**src/rtl/apb_cop_fifo_pkg.sv**
```systemverilog
// cop_fifo_pkg: register word offsets, STATUS/CTRL bit positions and the STATUS layout
package cop_fifo_pkg;

    localparam logic [9:0] WORD_TXDATA = 10'd0;
    localparam logic [9:0] WORD_RXDATA = 10'd1;
    localparam logic [9:0] WORD_STATUS = 10'd2;
    localparam logic [9:0] WORD_CTRL   = 10'd3;

    localparam int ST_TX_FULL  = 0;
    localparam int ST_TX_EMPTY = 1;
    localparam int ST_RX_FULL  = 2;
    localparam int ST_RX_EMPTY = 3;
    localparam int ST_OVF      = 4;
    localparam int ST_UDF      = 5;
    localparam int ST_TX_CNT   = 8;
    localparam int ST_RX_CNT   = 16;

    localparam int CTRL_IRQ_EN = 0;
    localparam int CTRL_FLUSH  = 1;

    localparam int CNT_W = 8;

    // Packed view of STATUS, MSB first, so field positions match the bit constants above
    typedef struct packed {
        logic [7:0]       rsvd_hi;
        logic [CNT_W-1:0] rx_count;
        logic [CNT_W-1:0] tx_count;
        logic [1:0]       rsvd_lo;
        logic             udf;
        logic             ovf;
        logic             rx_empty;
        logic             rx_full;
        logic             tx_empty;
        logic             tx_full;
    } status_t;

endpackage

```
**src/rtl/apb_cop_fifo_if.sv**
```systemverilog
// apb_cop_fifo_if: APB slave signals plus the TX/RX core streams of the coprocessor front-end
interface apb_cop_fifo_if #(
    parameter int vnapbslv = 16
);

    logic [0:vnapbslv-1] vpsel;
    logic                vpenable;
    logic [31:0]         vpaddr;
    logic                vpwrite;
    logic [31:0]         vpwdata;
    logic [31:0]         vprdata;
    logic                tx_valid;
    logic [31:0]         tx_data;
    logic                tx_ready;
    logic                rx_valid;
    logic [31:0]         rx_data;
    logic                rx_ready;

    modport slave (
        input  vpsel, vpenable, vpaddr, vpwrite, vpwdata, tx_ready, rx_valid, rx_data,
        output vprdata, tx_valid, tx_data, rx_ready
    );

    modport master (
        output vpsel, vpenable, vpaddr, vpwrite, vpwdata, tx_ready, rx_valid, rx_data,
        input  vprdata, tx_valid, tx_data, rx_ready
    );

endinterface

```
**src/rtl/apb_cop_fifo_sync_fifo.sv**
```systemverilog
// cop_sync_fifo: synchronous FIFO, no fall-through, full/empty judged on start-of-cycle state
module cop_sync_fifo #(
    parameter int WIDTH = 32,
    parameter int DEPTH = 8,
    localparam int AW = $clog2(DEPTH)
) (
    input  logic             clk,
    input  logic             rst,
    input  logic             push_i,
    input  logic             pop_i,
    input  logic             flush_i,
    input  logic [WIDTH-1:0] data_i,
    output logic             full_o,
    output logic             empty_o,
    output logic [AW:0]      count_o,
    output logic [WIDTH-1:0] head_o
);

    logic [WIDTH-1:0] mem_q [DEPTH];
    logic [AW-1:0]    wr_q, wr_d, rd_q, rd_d;
    logic [AW:0]      cnt_q, cnt_d;
    logic             do_push, do_pop;

    assign full_o  = cnt_q == (AW+1)'(DEPTH);
    assign empty_o = cnt_q == '0;
    assign count_o = cnt_q;
    assign head_o  = mem_q[rd_q];
    assign do_push = push_i & ~full_o & ~flush_i;
    assign do_pop  = pop_i & ~empty_o & ~flush_i;

    // Pointer/count next state; pointers wrap naturally because DEPTH is a power of two
    always_comb begin
        wr_d  = flush_i ? '0 : wr_q + AW'(do_push);
        rd_d  = flush_i ? '0 : rd_q + AW'(do_pop);
        cnt_d = flush_i ? '0 : cnt_q + (AW+1)'(do_push) - (AW+1)'(do_pop);
    end

    // Pointer/count registers
    always_ff @(posedge clk) begin
        if (rst) begin
            wr_q  <= '0;
            rd_q  <= '0;
            cnt_q <= '0;
        end else begin
            wr_q  <= wr_d;
            rd_q  <= rd_d;
            cnt_q <= cnt_d;
        end
    end

    // Storage needs no reset: the pointers alone decide which entries are live
    always_ff @(posedge clk) begin
        if (do_push) mem_q[wr_q] <= data_i;
    end

endmodule

```
**src/rtl/apb_cop_fifo.sv**
```systemverilog
// apb_cop_fifo: APB register front-end with TX/RX FIFOs to a coprocessor; COP_FIFO_IRQ_EN adds the irq output
module apb_cop_fifo #(
    parameter int vpindex  = 8,
    parameter int vnapbslv = 16,
    parameter int DEPTH    = 8
) (
    input  logic          vclk,
    input  logic          vrst,
    apb_cop_fifo_if.slave bus
`ifdef COP_FIFO_IRQ_EN
    ,
    output logic          irq
`endif
);

    import cop_fifo_pkg::*;

    localparam int AW = $clog2(DEPTH);

    logic        sel, wr_acc, rd_acc, flush, st_wr, ctrl_wr;
    logic [9:0]  word;
    logic        tx_full, tx_empty, rx_full, rx_empty;
    logic [AW:0] tx_cnt, rx_cnt;
    logic [31:0] rx_head;
    logic        ovf_q, ovf_d, udf_q, udf_d, irq_en;
    status_t     status;
    logic        unused;

    assign sel     = bus.vpsel[vpindex] & bus.vpenable;
    assign word    = bus.vpaddr[11:2];
    assign wr_acc  = sel & bus.vpwrite;
    assign rd_acc  = sel & ~bus.vpwrite;
    assign st_wr   = wr_acc && word == WORD_STATUS;
    assign ctrl_wr = wr_acc && word == WORD_CTRL;
    assign flush   = ctrl_wr & bus.vpwdata[CTRL_FLUSH];
    assign unused  = ^{bus.vpaddr[31:12], bus.vpaddr[1:0], bus.vpsel};

    assign bus.tx_valid = ~tx_empty;
    assign bus.rx_ready = ~rx_full;

    cop_sync_fifo #(.WIDTH(32), .DEPTH(DEPTH)) u_tx (
        .clk     (vclk),
        .rst     (vrst),
        .push_i  (wr_acc && word == WORD_TXDATA),
        .pop_i   (bus.tx_ready),
        .flush_i (flush),
        .data_i  (bus.vpwdata),
        .full_o  (tx_full),
        .empty_o (tx_empty),
        .count_o (tx_cnt),
        .head_o  (bus.tx_data)
    );

    cop_sync_fifo #(.WIDTH(32), .DEPTH(DEPTH)) u_rx (
        .clk     (vclk),
        .rst     (vrst),
        .push_i  (bus.rx_valid),
        .pop_i   (rd_acc && word == WORD_RXDATA),
        .flush_i (flush),
        .data_i  (bus.rx_data),
        .full_o  (rx_full),
        .empty_o (rx_empty),
        .count_o (rx_cnt),
        .head_o  (rx_head)
    );

    // Sticky error flags: flush clears them, a new error beats a same-cycle W1C
    always_comb begin
        ovf_d = flush ? 1'b0 : (ovf_q & ~(st_wr & bus.vpwdata[ST_OVF])) | (wr_acc && word == WORD_TXDATA && tx_full);
        udf_d = flush ? 1'b0 : (udf_q & ~(st_wr & bus.vpwdata[ST_UDF])) | (rd_acc && word == WORD_RXDATA && rx_empty);
    end

    // Sticky flag registers
    always_ff @(posedge vclk) begin
        if (vrst) begin
            ovf_q <= 1'b0;
            udf_q <= 1'b0;
        end else begin
            ovf_q <= ovf_d;
            udf_q <= udf_d;
        end
    end

`ifdef COP_FIFO_IRQ_EN
    logic irq_en_q, irq_en_d;

    // Interrupt enable is rewritten by every CTRL write
    always_comb begin
        irq_en_d = ctrl_wr ? bus.vpwdata[CTRL_IRQ_EN] : irq_en_q;
    end

    // Interrupt enable register
    always_ff @(posedge vclk) begin
        if (vrst) irq_en_q <= 1'b0;
        else      irq_en_q <= irq_en_d;
    end

    assign irq_en = irq_en_q;
    assign irq    = irq_en_q & (~rx_empty | ovf_q | udf_q);
`else
    assign irq_en = 1'b0;
`endif

    // STATUS word assembled from FIFO flags, counts and sticky errors
    always_comb begin
        status          = '0;
        status.tx_full  = tx_full;
        status.tx_empty = tx_empty;
        status.rx_full  = rx_full;
        status.rx_empty = rx_empty;
        status.ovf      = ovf_q;
        status.udf      = udf_q;
        status.tx_count = CNT_W'(tx_cnt);
        status.rx_count = CNT_W'(rx_cnt);
    end

    assign bus.vprdata = !sel                 ? '0 :
                         word == WORD_RXDATA  ? (rx_empty ? '0 : rx_head) :
                         word == WORD_STATUS  ? status :
                         word == WORD_CTRL    ? {31'b0, irq_en} : '0;

endmodule

```
**src/flat_wrapper.sv**
```systemverilog
// flat-port wrapper written by rule: the top's interface ports become plain ports
module apb_cop_fifo_flat import cop_fifo_pkg::*;
#(
    parameter int vpindex  = 8,
    parameter int vnapbslv = 16,
    parameter int DEPTH    = 8
)
  (vclk, vrst, bus_vpsel, bus_vpenable, bus_vpaddr, bus_vpwrite, bus_vpwdata, bus_tx_ready, bus_rx_valid, bus_rx_data, bus_vprdata, bus_tx_valid, bus_tx_data, bus_rx_ready);
  apb_cop_fifo_if #(.vnapbslv(vnapbslv)) bus_i ();
  input  logic vclk;
  input  logic vrst;
  input wire logic [$bits(bus_i.vpsel)-1:0] bus_vpsel;
  input wire logic [$bits(bus_i.vpenable)-1:0] bus_vpenable;
  input wire logic [$bits(bus_i.vpaddr)-1:0] bus_vpaddr;
  input wire logic [$bits(bus_i.vpwrite)-1:0] bus_vpwrite;
  input wire logic [$bits(bus_i.vpwdata)-1:0] bus_vpwdata;
  input wire logic [$bits(bus_i.tx_ready)-1:0] bus_tx_ready;
  input wire logic [$bits(bus_i.rx_valid)-1:0] bus_rx_valid;
  input wire logic [$bits(bus_i.rx_data)-1:0] bus_rx_data;
  output wire logic [$bits(bus_i.vprdata)-1:0] bus_vprdata;
  output wire logic [$bits(bus_i.tx_valid)-1:0] bus_tx_valid;
  output wire logic [$bits(bus_i.tx_data)-1:0] bus_tx_data;
  output wire logic [$bits(bus_i.rx_ready)-1:0] bus_rx_ready;
  assign bus_i.vpsel = bus_vpsel;
  assign bus_i.vpenable = bus_vpenable;
  assign bus_i.vpaddr = bus_vpaddr;
  assign bus_i.vpwrite = bus_vpwrite;
  assign bus_i.vpwdata = bus_vpwdata;
  assign bus_i.tx_ready = bus_tx_ready;
  assign bus_i.rx_valid = bus_rx_valid;
  assign bus_i.rx_data = bus_rx_data;
  assign bus_vprdata = bus_i.vprdata;
  assign bus_tx_valid = bus_i.tx_valid;
  assign bus_tx_data = bus_i.tx_data;
  assign bus_rx_ready = bus_i.rx_ready;
  apb_cop_fifo #(.vpindex(vpindex), .vnapbslv(vnapbslv), .DEPTH(DEPTH)) u_core (.vclk(vclk), .vrst(vrst), .bus(bus_i));
endmodule
```
**config.mk**
```make
export PLATFORM = sky130hd
export DESIGN_NAME = apb_cop_fifo_flat
export DESIGN_NICKNAME = d
export VERILOG_FILES = /design/src/rtl/apb_cop_fifo_pkg.sv /design/src/rtl/apb_cop_fifo_if.sv /design/src/rtl/apb_cop_fifo_sync_fifo.sv /design/src/rtl/apb_cop_fifo.sv /design/src/flat_wrapper.sv
export SDC_FILE = /design/constraint.sdc
export NUM_CORES = 1
export LEC_CHECK = 0
export BUFFER_PORTS_ARGS = -buffer_cell sky130_fd_sc_hd__buf_2
export CAP_MARGIN = 15
export CORE_ASPECT_RATIO = 0.5
export CORE_MARGIN = 2
export CORE_UTILIZATION = 60
export DETAILED_ROUTE_END_ITERATION = 10
export PLACE_DENSITY = 0.8
export SLEW_MARGIN = 5
export SYNTH_ARGS = -nofsm -noshare
export SYNTH_HDL_FRONTEND = slang
export SYNTH_SLANG_ARGS = --single-unit
```
**constraint.sdc**
```tcl
create_clock -name vclk -period 10.12 [get_ports vclk]
set_clock_uncertainty 0.05 [all_clocks]
set_input_delay 2.024 -clock vclk [delete_from_list [all_inputs] [get_ports vclk]]
set_output_delay 2.024 -clock vclk [all_outputs]
set_load 0.01 [all_outputs]
```
# [Word level (Yosys, flattened, before mapping)]
# Memories as Yosys holds them, arrays and structs flattened. A register that Yosys moved wholly into a read port is not among the register bits.
# Cells that the tools add are included.
[totals] reg_bits=22 ramBits=512 input_bits=118 out_inout_bits=66 wordCells=69 memories=2
[op_classes] addsub=8 n_eq_ne=5 muxes=10 bitwise=26 n_reduce_logical=10
[memory_table] name="u_core.u_rx.mem_q" depth=8 word_bits=32 rd=1 rd_clocked_by_memory_dff=1 wr=1 line="apb_cop_fifo_sync_fifo.sv:19" rtl="logic [WIDTH-1:0] mem_q [DEPTH];"
[memory_table] name="u_core.u_tx.mem_q" depth=8 word_bits=32 rd=1 rd_clocked_by_memory_dff=1 wr=1 line="apb_cop_fifo_sync_fifo.sv:19"
[op_table] op="two-way mux 32 bit" count=3
[op_table] op="== test 10 x 2 -> 1 bit, second input constant" count=2
[op_table] op="two-way mux 20 bit" count=1
[op_table] op="bitwise AND 1 bit" count=16
[op_table] op="adder 3 x 1 -> 3 bit" count=4
[op_table] op="== test 10 x 1 -> 1 bit, second input constant" count=1
[op_table] op="zero test 10 bit" count=1
[op_table] op="adder 4 x 1 -> 4 bit" count=2
[op_table] op="== test 4 bit, second input constant" count=2
[op_table] op="zero test 4 bit" count=2
[op_table] op="NOT 1 bit" count=8
[op_table] op="subtractor 4 x 1 -> 4 bit" count=2
[op_table] op="logical AND 1 bit" count=6
[op_table] op="two-way mux 3 bit" count=2
[op_table] op="two-way mux 1 bit" count=4
[op_table] op="OR 1 bit" count=2
[op_table] op="OR reduction 2 bit" count=1

# [Logic depth before layout (Yosys ltp)]
# Gate-level depths: netlist of run 1.
[logic_depth] word_depth=8 ltp_mapped=14 mapped_depth_nobuf=12

# [Hierarchy]
# A second synthesis of run 1 with hierarchy kept.
[hier_totals] cells_unflattened=953 hier_area_um2=21215.3
[modules_own_cells] mod="cop_sync_fifo" instances=2 cells_each=434 area_per_inst_um2=10308.6 seq_area_each_um2=7887.6
[modules_own_cells] mod="apb_cop_fifo" instances=1 cells_each=85 area_per_inst_um2=598.1 seq_area_each_um2=40.0

# [Least setup slack after synthesis of run 1]
# Ideal clock, no wire load.
[synth_timing] path_type="input to register" startpoint="input port bus_vpaddr[9]" endpoint="memory u_core.u_tx.mem_q[0][0], enable pin" setup_time_ps=468 arrival_time_ps=5285 t_required_ps=9602 setup_slack_ps=4317 path_stages=4 n_path_buf=0 path_cell_list="nor4_4 nand2_2 nor4_1 nor3b_1"
[synth_between] elab_chain_len=7 word_cells_on_any_way=10 classes_between="eq/ne: 1; mux: 2; bitwise: 4; reduce/logical: 3"
[synth_rtl] element="start: declaration" line="flat_wrapper.sv:14" rtl="input wire logic [$bits(bus_i.vpaddr)-1:0] bus_vpaddr;"
[synth_rtl] element="== test 10 x 2 -> 1 bit" line="apb_cop_fifo.sv:34" rtl="assign ctrl_wr = wr_acc && word == WORD_CTRL;"
[synth_rtl] element="logical AND 1 bit" line="apb_cop_fifo.sv:34"
[synth_rtl] element="bitwise AND 1 bit" line="apb_cop_fifo.sv:35" rtl="assign flush = ctrl_wr & bus.vpwdata[CTRL_FLUSH];"
[synth_rtl] element="NOT 1 bit" line="apb_cop_fifo_sync_fifo.sv:28" rtl="assign do_push = push_i & ~full_o & ~flush_i;"
[synth_rtl] element="bitwise AND 1 bit (*)" line="apb_cop_fifo_sync_fifo.sv:28"
[synth_rtl] element="two-way mux 1 bit (*)" line="apb_cop_fifo_sync_fifo.sv:53" rtl="if (do_push) mem_q[wr_q] <= data_i;"
[synth_rtl] element="two-way mux 1 bit (not written as such) (*)" line="apb_cop_fifo_sync_fifo.sv:53"
[synth_rtl] element="end: declaration" line="apb_cop_fifo_sync_fifo.sv:19"
# Every way passes the cells marked *; elsewhere a longest branch is shown, timed or not.

# [Worst setup path in the final report of run 1]
[layout_timing] startpoint="input port bus_vpaddr[9]" endpoint="output port bus_vprdata[30]"
[layout_between] elab_chain_len=3
[layout_rtl] element="== test 10 x 1 -> 1 bit" line="apb_cop_fifo.sv:118" rtl="word == WORD_RXDATA ? (rx_empty ? '0 : rx_head) :"
[layout_rtl] element="two-way mux 32 bit" line="apb_cop_fifo.sv:118"
[layout_rtl] element="two-way mux 32 bit" line="apb_cop_fifo.sv:117" rtl="assign bus.vprdata = !sel ? '0 :"
[layout_rtl] element="end: declaration" line="flat_wrapper.sv:20" rtl="output wire logic [$bits(bus_i.vprdata)-1:0] bus_vprdata;"
# No other way between the ends.

==> results of run 1 <==
==> power by group through the flow <==
| stage | clock (mW) | combinational, mW | sequential [mW] |
|---|---|---|---|
| after floorplan | 0 | 0.494 | 2.56 |
| after global placement | 0 | 0.658 | 2.59 |
| after detailed placement | 0 | 0.680 | 2.59 |
| after CTS | 1.77 | 0.685 | 2.54 |
| after global routing | 1.85 | 0.733 | 2.55 |
| final | 1.74 | 0.674 | 2.54 |
==> worst max-delay path by stage <==
stage | from | end | slack (ns) | depth (start not counted)
after global placement | bus_vpaddr[5] | bus_vprdata[24] | 4.20 | 6
final | bus_vpaddr[9] | bus_vprdata[30] | 4.12 | 6
after detailed placement | bus_vpaddr[9] | bus_vprdata[24] | 4.15 | 6
after floorplan | bus_vpaddr[9] | u_core.u_tx.mem_q[0][0] | 4.32 | 4
after CTS | bus_vpaddr[9] | bus_vprdata[30] | 4.11 | 6
after global routing | bus_vpaddr[9] | bus_vprdata[30] | 3.97 | 6
==> stage by stage <==
step | area [µm²] | hold slack [ns] | utilization (%) | cells
after CTS | 23800 | 0.456 | 68.9 | 1670
after global placement | 22300 | 0.439 | 64.6 | 1584
after detailed placement | 22300 | 0.441 | 64.6 | 1584
after global routing | 23800 | 0.495 | 68.9 | 1672
final | 23800 | 0.461 | 68.9 | 1672
after floorplan | 21000 | 0.417 | - | 994
==> cell type report <==
class / count / area [µm²] / area share, %
Sequential cell: 534 / 15800 / 66.6
Inverter: 14 / 52.6 / 0.221
Timing Repair Buffer: 164 / 866 / 3.64
Multi-Input combinational cell: 397 / 4920 / 20.7
Clock buffer: 56 / 1250 / 5.27
Clock inverter: 30 / 250 / 1.05
Antenna cell: 2 / 5.00 / 0.0211
Tap cell: 475 / 594 / 2.50
==> Yosys cell counts, types with 4 or more instances <==
cell type	n
and2_1	15
edfxtp_1	512
inv_1	14
mux2i_1	46
nor3_1	4
nand3_1	9
nor2_1	40
a21oi_2	4
xnor2_1	8
nor2b_1	4
nand2_1	7
mux2_2	32
buf_6	9
nand2b_1	9
mux4_2	114
o211ai_1	8
a22oi_1	14
a21oi_1	22
buf_2	16
clkbuf_1	19
dfxtp_1	22
ha_1	20
==> layer usage <==
layer  up-vias  routed length (µm)
met2       299               21400
met1      5209               16000
met5         -                   0
met4         0                 704
met3        52                2020
li1       4417                   -
==> layout by cell type, fill, tap and decap left out, drive strengths merged, types with 22 or more instances in the layout <==
master  instances
edfxtp        512
nor2           40
clkbuf         56
mux2           32
dfxtp          22
mux4          114
clkinv         22
mux2i          46
a21oi          26
buf           164
==> registers in the layout, indices dropped and copies added (netlist names) <==
| name | count |
|---|---|
| u_core.u_rx.mem_q | 256 |
| u_core.u_tx.mem_q | 256 |
| u_core.u_rx.count_o | 4 |
| u_core.u_tx.count_o | 4 |
| u_core.u_rx.rd_q | 3 |
| u_core.u_rx.wr_q | 3 |
| u_core.u_tx.rd_q | 3 |
| u_core.u_tx.wr_q | 3 |
| u_core.ovf_q | 1 |
| u_core.udf_q | 1 |
==> cells by family (layout without fill, tap and decap cells) <==
| group | count (synthesis) | after routing | synth area share [%] |
|---|---|---|---|
| AO/OA/AOI/OAI | 59 | 59 | 1.85 |
| XOR/XNOR | 8 | 8 | 0.334 |
| adder cells (fa/ha/maj) | 22 | 22 | 1.38 |
| buffers and inverters | 63 | 264 | 1.60 |
| flip-flops | 534 | 534 | 75.4 |
| multiplexers | 192 | 192 | 16.2 |
| other | 0 | 2 | 0 |
| AND/OR/NAND/NOR | 116 | 116 | 3.29 |
==> critical path, stage by stage <==
cell      delay (ns)
buf_2           0.12
nor4_4          0.46
nand3_1         0.19
nand3b_2        0.65
nor2_1          0.28
buf_2           0.18
==> summary.md, run 1 <==
| Metric | Value |
|---|---|
| Warnings, synthesis | 0 |
| Run status | finished, final reports clean |
| Clock share of power | 35.0% |
| Drt first-iter violations | 739 |
| CP Capture Type | output port |
| Nets@finish | 1297 |
| Post-detail-place hpwl | 21.7 mm |
| CTS H-tree depth | 2 |
| Post-synthesis cell type count | 48 |
| Pwr Total | 4.95 mW |
| Worst-Skew Late Latency | 0.55 ns |
| WHS Endpoint | u_core.udf_q |
| Startpoint types | primary input |
| DRC viols | 0 |
| Detailed-route vias per instance | 5.97 |
| Io pins | 184 |
| Cell count after synthesis | 994 |
| Die Area | 36600 µm² |
| Reg-to-Reg Start | u_core.u_rx.count_o[2] |
| Final slew viol count | 0 |
| Synth area leaders | edfxtp_1, mux4_2, mux2i_1, dfxtp_1, mux2_2 |
| Top Usage Layer GRT | met2 |
| Setup violators final | 0 |
| Post-DRT Antenna Nets | 0 |
| Layout cells sized above 1 | 34.8% |
| R2r setup slk | 6.74 ns |
| Slew @ Worst Pin | 1.06 ns |
| Global-route met1 utilization | 29.3% |
| Post-Syn Area | 21000 µm² |
| Sequential share of power | 51.3% |
| Post-synth EDFFs | 512 |
| Clock slew at reported path FFs | 0.06 ns |
| Psw | 1.14 mW |
| Int Pwr | 3.81 mW |
| Top-area cell type share of the netlist area | 73.3% |
| Clock tree from TritonCTS | yes |
| CTS Buf Count | 46 |
| Final min period | 6.00 ns |
| Routed wire per std cell | 24.0 µm |
| Logic pwr share | 13.6% |
| Initial antenna violation count | 2 |
| Via Count | 9977 |
| Final worst slack | 4.12 ns |
| Ys async rst share | 0% |
| Largest net degree at the start of global routing | 53 |
| Max VDD drop | 0.140 mV |
| Hold Startpoint | u_core.udf_q |
| Synth Area per Inst | 21.1 µm² |
| Number of cells on the worst reg-to-reg path | 11 |
| Fmax | 0.167 GHz |
| Global placement routability congestion | 0.830 |
| Part of the cycle the worst path needs | 59.3% |
| Total gr overflow | 0 |
| Sw Ratio | 23.1% |
| Fill count | 2121 |
| Total track usage | 22.5% |
| Largest area contributor in the netlist | edfxtp_1 |
| Pwr dens | 208 nW/µm² |
| Primary FF master, synth | edfxtp_1 |
| WS Path Type | in2out |
| Resized Gates After CTS | 0 |
| Die width | 268 µm |
| Synthesis-stage register bit count | 534 |
| Crit Path Max Fanout | 19 |
| Critical path required time | 8.05 ns |
| Cts hold-fix bufs | 0 |
| Max Cap Violations | 0 |
| Routed WL | 40.1 mm |
| Hold Path Class | reg2reg |
| Relative slew slack | 29.6% |
| Global-route wire length before repair | 60.6 mm |
| R2r endpoint | u_core.u_rx.count_o[2] |
| Met2 usage | 39.6% |
| Die Ht | 136 µm |
| Vias in the first global route | 10541 |
| Total setup buffers inserted after CTS | 0 |
| Placement-stage worst setup slack | 4.15 ns |
| Post-synthesis sequential area ratio | 75.4% |
| PortBufs | 146 |
| Hold Vio Cnt, Final | 0 |
| Synthesized Nets | 1134 |
| Met3 Track Usage GR | 3.97% |
| DRT Pass-1 Iters | 5 |
| Cell Rows | 48 |
| CORE AREA | 34500 µm² |
| Maximum clock path buffer count | 3 |
| Setup TNS | 0 ns |
| Arrival @ worst endpoint | 3.92 ns |
| Clk sink count | 534 |
| Area Overhead vs Synth | 13.3% |
| Initial Utilization | 60.9% |
| RSZ-0062 raised after global routing | false |
| P_leak | 7.66 nW |
| Hold depth | 2 |
| Root buffer cell | clkbuf_16 |
Power figures use the tool's default switching activity.
==> run 2: changes to the inputs <==
CORE_UTILIZATION = 53   (was 60)
PLACE_DENSITY = 0.75   (was 0.8)
clock period = 4.9 ns   (was 10.12 ns; I/O delays follow)
==> summary.md, run 2 (same netlist as run 1, synthesis figures left out) <==
| Metric | Value |
|---|---|
| Run status | finished, final reports clean |
| CP Capture Type | output port |
| Routed WL | 40.6 mm |
| R2r setup slk | 1.57 ns |
| Die Area | 41300 µm² |
| Commonest non-fill, non-tap cell in the layout | edfxtp_1 |
| Cells after DPL | 1656 |
| RSZ-0062 raised after global routing | false |
| Fmax | 0.255 GHz |
| WS Path Type | reg2out |
| Die width | 285 µm |
| CTS Buf Count | 46 |
| Clock tree from TritonCTS | yes |
| Layout cells sized above 1 | 35.5% |
| Arrival @ worst endpoint | 2.89 ns |
| Die Ht | 145 µm |
| Area Overhead vs Synth | 14.4% |
| Fill count | 2680 |
| Total track usage | 20.0% |
| Hold depth | 2 |
| Relative slew slack | 28.9% |
| Resized Gates After CTS | 0 |
| Hold Path Class | reg2reg |
| Nets@finish | 1314 |
| Hold Vio Cnt, Final | 0 |
| Crit Path Max Fanout | 45 |
| Clk sink count | 534 |
| Global-route wire length before repair | 61.6 mm |
| Slew @ Worst Pin | 1.07 ns |
| CORE AREA | 38900 µm² |
| Maximum clock path buffer count | 3 |
| PortBufs | 146 |
| Max Cap Violations | 0 |
| Max VDD drop | 0.278 mV |
| Setup TNS | 0 ns |
| Routed wire per std cell | 23.3 µm |
| Critical path required time | 3.87 ns |
| Detailed-route vias per instance | 5.76 |
| Drt first-iter violations | 883 |
| Pwr dens | 430 nW/µm² |
| Part of the cycle the worst path needs | 80.0% |
| Root buffer cell | clkbuf_16 |
| Hold Startpoint | u_core.udf_q |
| Final min period | 3.92 ns |
| Vias in the first global route | 10554 |
| DRT Pass-1 Iters | 5 |
| Cts hold-fix bufs | 0 |
| Commonest cells after routing, fill and taps aside | edfxtp_1, buf_2, mux4_2, clkbuf_16, mux2i_1 |
| Post-detail-place hpwl | 23.6 mm |
| Number of cells on the worst reg-to-reg path | 11 |
| Cell Rows | 51 |
| Total setup buffers inserted after CTS | 0 |
| Startpoint types | flip-flop |
| Initial Utilization | 53.9% |
| Clock slew at reported path FFs | 0.06 ns |
| P_leak | 7.77 nW |
| DRC viols | 0 |
| Worst-Skew Late Latency | 0.56 ns |
| WHS Endpoint | u_core.udf_q |
| Via Count | 10050 |
| Placement-stage worst setup slack | 0.886 ns |
| Reg-to-Reg Start | u_core.u_rx.count_o[2] |
| Final worst slack | 0.980 ns |
| Largest net degree at the start of global routing | 46 |
| Setup violators final | 0 |
| Total gr overflow | 0 |
| CTS H-tree depth | 2 |
| Initial antenna violation count | 5 |
| Final slew viol count | 0 |
| Io pins | 184 |
| Post-DRT Antenna Nets | 0 |
| Fin cells | 1746 |
| Top flop regs | u_core.u_rx.mem_q (256), u_core.u_tx.mem_q (256) |
| R2r endpoint | u_core.u_rx.count_o[2] |
| Global placement routability congestion | 0.849 |
==> run 2: worst max-delay path by stage <==
stage,from,endpoint,slack [ns],depth (start not counted)
floorplan,bus_vpaddr[9],u_core.u_tx.mem_q[0][0],0.14,4
global placement,bus_vpaddr[5],u_core.u_rx.count_o[3],0.92,12
detailed placement,bus_vpaddr[5],u_core.u_rx.count_o[2],0.89,11
CTS,u_core.u_rx.rd_q[0],bus_vprdata[24],0.92,5
global route,u_core.u_rx.rd_q[0],bus_vprdata[24],0.78,5
finish,u_core.u_rx.rd_q[0],bus_vprdata[24],0.98,5
==> run 2: through the flow <==
step | util (%) | hold slack (ns) | cell area, µm² | power, mW
6_report | 61.7 | 0.462 | 24000 | 10.3
5_1_grt | 61.7 | 0.484 | 24000 | 10.7
4_1_cts | 61.6 | 0.461 | 24000 | 10.4
3_5_place_dp | 57.7 | 0.447 | 22500 | 6.78
3_3_place_gp | 57.7 | 0.441 | 22500 | 6.74
2_1_floorplan | - | 0.417 | 21000 | 6.31
==> run 2: area by class of cell <==
class	count	area, µm²	share of cell area (%)
well taps	530	663	2.76
clock inverters	26	251	1.05
multi-input cells	397	4920	20.5
clock buffers	60	1270	5.28
inverters	14	52.6	0.219
flip-flops and latches	534	15800	65.9
repair buffers	181	1020	4.24
diodes	4	10.0	0.0417
==> run 2: power by group <==
group          leakage, nW  total, mW  switching, mW  internal, mW
clock network        0.749       3.65           1.56          2.09
registers             4.81       5.32          0.167          5.16
logic                 2.21       1.34          0.649         0.694
==> run 2: critical path, cell delays in order, from the launching register on <==
cell and delay (ns):
dfxtp_4 0.91, buf_4 0.39, mux4_2 0.53, mux2i_1 0.25
nor2_1 0.06, buf_2 0.16
==> run 2: metal layers <==
| layer | share of wire [%] | up-vias | track usage [%] |
|---|---|---|---|
| met3 | 5.3 | 71 | 3.76 |
| met5 | 0.032 | - | 0 |
| met2 | 52 | 269 | 35.3 |
| met4 | 2.5 | 2 | 6.23 |
| met1 | 40 | 5255 | 25.5 |
| li1 | - | 4453 | - |
==> run 3: changes to the inputs <==
ABC_AREA = 1   (was not set)
CORE_UTILIZATION = 60   (was 53)
PLACE_DENSITY = 0.8   (was 0.75)
clock period = 4.1 ns   (was 4.9 ns; I/O delays follow)
==> summary.md, run 3 <==
| Metric | Value |
|---|---|
| Run status | finished, final reports clean |
| Primary FF master, synth | edfxtp_1 |
| Largest net degree at the start of global routing | 113 |
| DRC viols | 0 |
| Top-area cell type share of the netlist area | 69.9% |
| Max Cap Violations | 0 |
| Resized Gates After CTS | 0 |
| Hold depth | 2 |
| Placement-stage worst setup slack | 0.607 ns |
| Clk sink count | 534 |
| Root buffer cell | clkbuf_16 |
| Design area | 25100 µm² |
| Util after Layout | 69.6% |
| WHS Endpoint | u_core.udf_q |
| Crit Path Max Fanout | 71 |
| Reg-to-Reg Start | u_core.u_rx.count_o[2] |
| Fill count | 2335 |
| Routed WL | 48.1 mm |
| CP Capture Type | output port |
| Cells after DPL | 2483 |
| CORE AREA | 36000 µm² |
| Initial antenna violation count | 7 |
| WS Path Type | reg2out |
| Hold Path Class | reg2reg |
| Relative slew slack | 24.6% |
| Final min period | 3.85 ns |
| Clock slew at reported path FFs | 0.07 ns |
| Die Ht | 139 µm |
| Io pins | 184 |
| Setup violators final | 0 |
| Total setup buffers inserted after CTS | 0 |
| Cts hold-fix bufs | 0 |
| Maximum clock path buffer count | 3 |
| Top-count cell post-synth | edfxtp_1 |
| Slew @ Worst Pin | 1.13 ns |
| Fmax | 0.260 GHz |
| PortBufs | 146 |
| Commonest cells after routing, fill and taps aside | edfxtp_1, nor2_1, nand2_1, o21ai_0, buf_2 |
| Synth Area per Inst | 11.5 µm² |
| Critical path required time | 3.23 ns |
| Post-synth top cells | edfxtp_1, nor2_1, nand2_1 |
| DP Area | 23400 µm² |
| DRT Pass-1 Iters | 7 |
| Post-synth EDFFs | 512 |
| Initial Utilization | 61.1% |
| Final slew viol count | 0 |
| P_leak | 9.36 nW |
| Synthesized Nets | 2059 |
| Number of cells on the worst reg-to-reg path | 13 |
| R2r setup slk | 1.23 ns |
| Area Overhead vs Synth | 13.9% |
| Global-route wire length before repair | 73.6 mm |
| Post-Syn Area | 22000 µm² |
| Largest area contributor in the netlist | edfxtp_1 |
| Critical Path Max Stage Delay | 0.54 ns |
| Startpoint types | flip-flop |
| R2r endpoint | u_core.u_rx.count_o[2] |
| Synthesis-stage register bit count | 534 |
| Post-DRT Antenna Nets | 0 |
| Die width | 275 µm |
| Max VDD drop | 0.409 mV |
| Post-synthesis sequential area ratio | 71.9% |
| Most used cell, CP | nand3_1 |
| Layout cells sized above 1 | 14.1% |
| Hold Startpoint | u_core.udf_q |
| Total gr overflow | 0 |
| Cell count after synthesis | 1919 |
| Nets@finish | 2186 |
| Final worst slack | 0.251 ns |
| Total track usage | 24.9% |
| Top flop regs | u_core.u_rx.mem_q (256), u_core.u_tx.mem_q (256) |
| Die Area | 38300 µm² |
| CTS Buf Count | 45 |
| Detailed-route vias per instance | 5.69 |
| Commonest non-fill, non-tap cell in the layout | edfxtp_1 |
| WHS | 0.418 ns |
| Global placement routability congestion | 0.796 |
| Synth area leaders | edfxtp_1, nor2_1, o21ai_0, nand2_1, nand3_1 |
| Via Count | 14637 |
| Routed wire per std cell | 18.7 µm |
| Part of the cycle the worst path needs | 93.9% |
| CP Cell Sequence | clkinv_2, buf_12, nand2_1, nand3_1, nand3_1, nand3_1, a21oi_1, buf_2 |
| Ys async rst share | 0% |
| Post-detail-place hpwl | 25.6 mm |
| Arrival @ worst endpoint | 2.98 ns |
| Pwr dens | 525 nW/µm² |
| Fin cells | 2572 |
| RSZ-0062 raised after global routing | false |
| Post-synthesis cell type count | 28 |
| Worst-Skew Late Latency | 0.56 ns |
| Drt first-iter violations | 1554 |
| Warnings, synthesis | 0 |
| CP max stage cell | dfxtp_4 |
| Cell Rows | 49 |
| Clock tree from TritonCTS | yes |
| CTS H-tree depth | 2 |
| Vias in the first global route | 14098 |
| Hold Vio Cnt, Final | 0 |
-- run 3: cell count changes in the layout (fill, tap and decap cells not counted), sizes merged, moves of 14 or more --
| cell | change |
|---|---|
| and2 | -15 |
| nand3 | +100 |
| nor2 | +294 |
| o22ai | +17 |
| inv | +131 |
| mux2i | -46 |
| mux2 | -32 |
| nand2 | +296 |
| a22oi | -14 |
| o21ai | +281 |
| mux4 | -114 |
-- run 3: power by group --
group | switching [mW] | internal, mW
sequential | 0.116 | 6.17
combinational | 1.47 | 0.707
clock | 1.92 | 2.76
total | 3.51 | 9.64
-- run 3: worst max-delay path by stage --
| stage | startpoint | endpoint | slack (ns) | depth (start not counted) |
|---|---|---|---|---|
| 2_1_floorplan | bus_vpaddr[9] | u_core.u_rx.mem_q[6][0] | -0.1 | 6 |
| 3_3_place_gp | bus_vpaddr[8] | bus_vprdata[0] | 0.67 | 9 |
| 3_5_place_dp | bus_vpaddr[8] | u_core.u_tx.mem_q[7][22] | 0.61 | 7 |
| 4_1_cts | u_core.u_rx.rd_q[0] | bus_vprdata[2] | 0.28 | 8 |
| 5_1_grt | u_core.u_rx.rd_q[0] | bus_vprdata[2] | 0.12 | 8 |
| 6_report | u_core.u_rx.rd_q[0] | bus_vprdata[2] | 0.25 | 8 |
-- run 3: final cells by class --
type | count | area [µm²] | area share, %
flip-flops and latches | 534 | 15800 | 63.2
repair buffers | 186 | 1140 | 4.56
diodes | 7 | 17.5 | 0.0699
clock inverters | 24 | 330 | 1.32
multi-input cells | 1135 | 5290 | 21.1
clock buffers | 58 | 1300 | 5.19
inverters | 144 | 543 | 2.17
well taps | 484 | 606 | 2.42
-- run 3: layer usage --
layer	share of wire [%]	vias to the layer above	global-route usage, %
li1	-	6858	-
met3	7.9	97	4.06
met5	0	-	0
met2	51	639	43.0
met1	38	7043	32.0
met4	2.7	0	9.36
-- run 3: kinds of logic after synthesis --
| group | synth area share (%) |
|---|---|
| fa+ha+maj | 1.32 |
| simple gates | 14.1 |
| compound gates | 7.95 |
| flops | 71.9 |
| buf+inv | 4.50 |
| xor+xnor | 0.239 |
-- run 3: per-stage QoR --
step / total power [mW] / TNS, ns
2_1_floorplan: 7.81 / -24.59
6_report: 13.1 / 0
4_1_cts: 13.2 / 0
3_5_place_dp: 8.55 / 0
3_3_place_gp: 8.48 / 0
5_1_grt: 13.7 / 0
-- run 3: worst max-delay path: cells and delay by family, from the launching register on --
kind,cells,cell delay (ns)
flip-flops,1,0.54
buffers and inverters,3,1.09
AO/OA/AOI/OAI,1,0.23
AND/OR/NAND/NOR,4,0.51
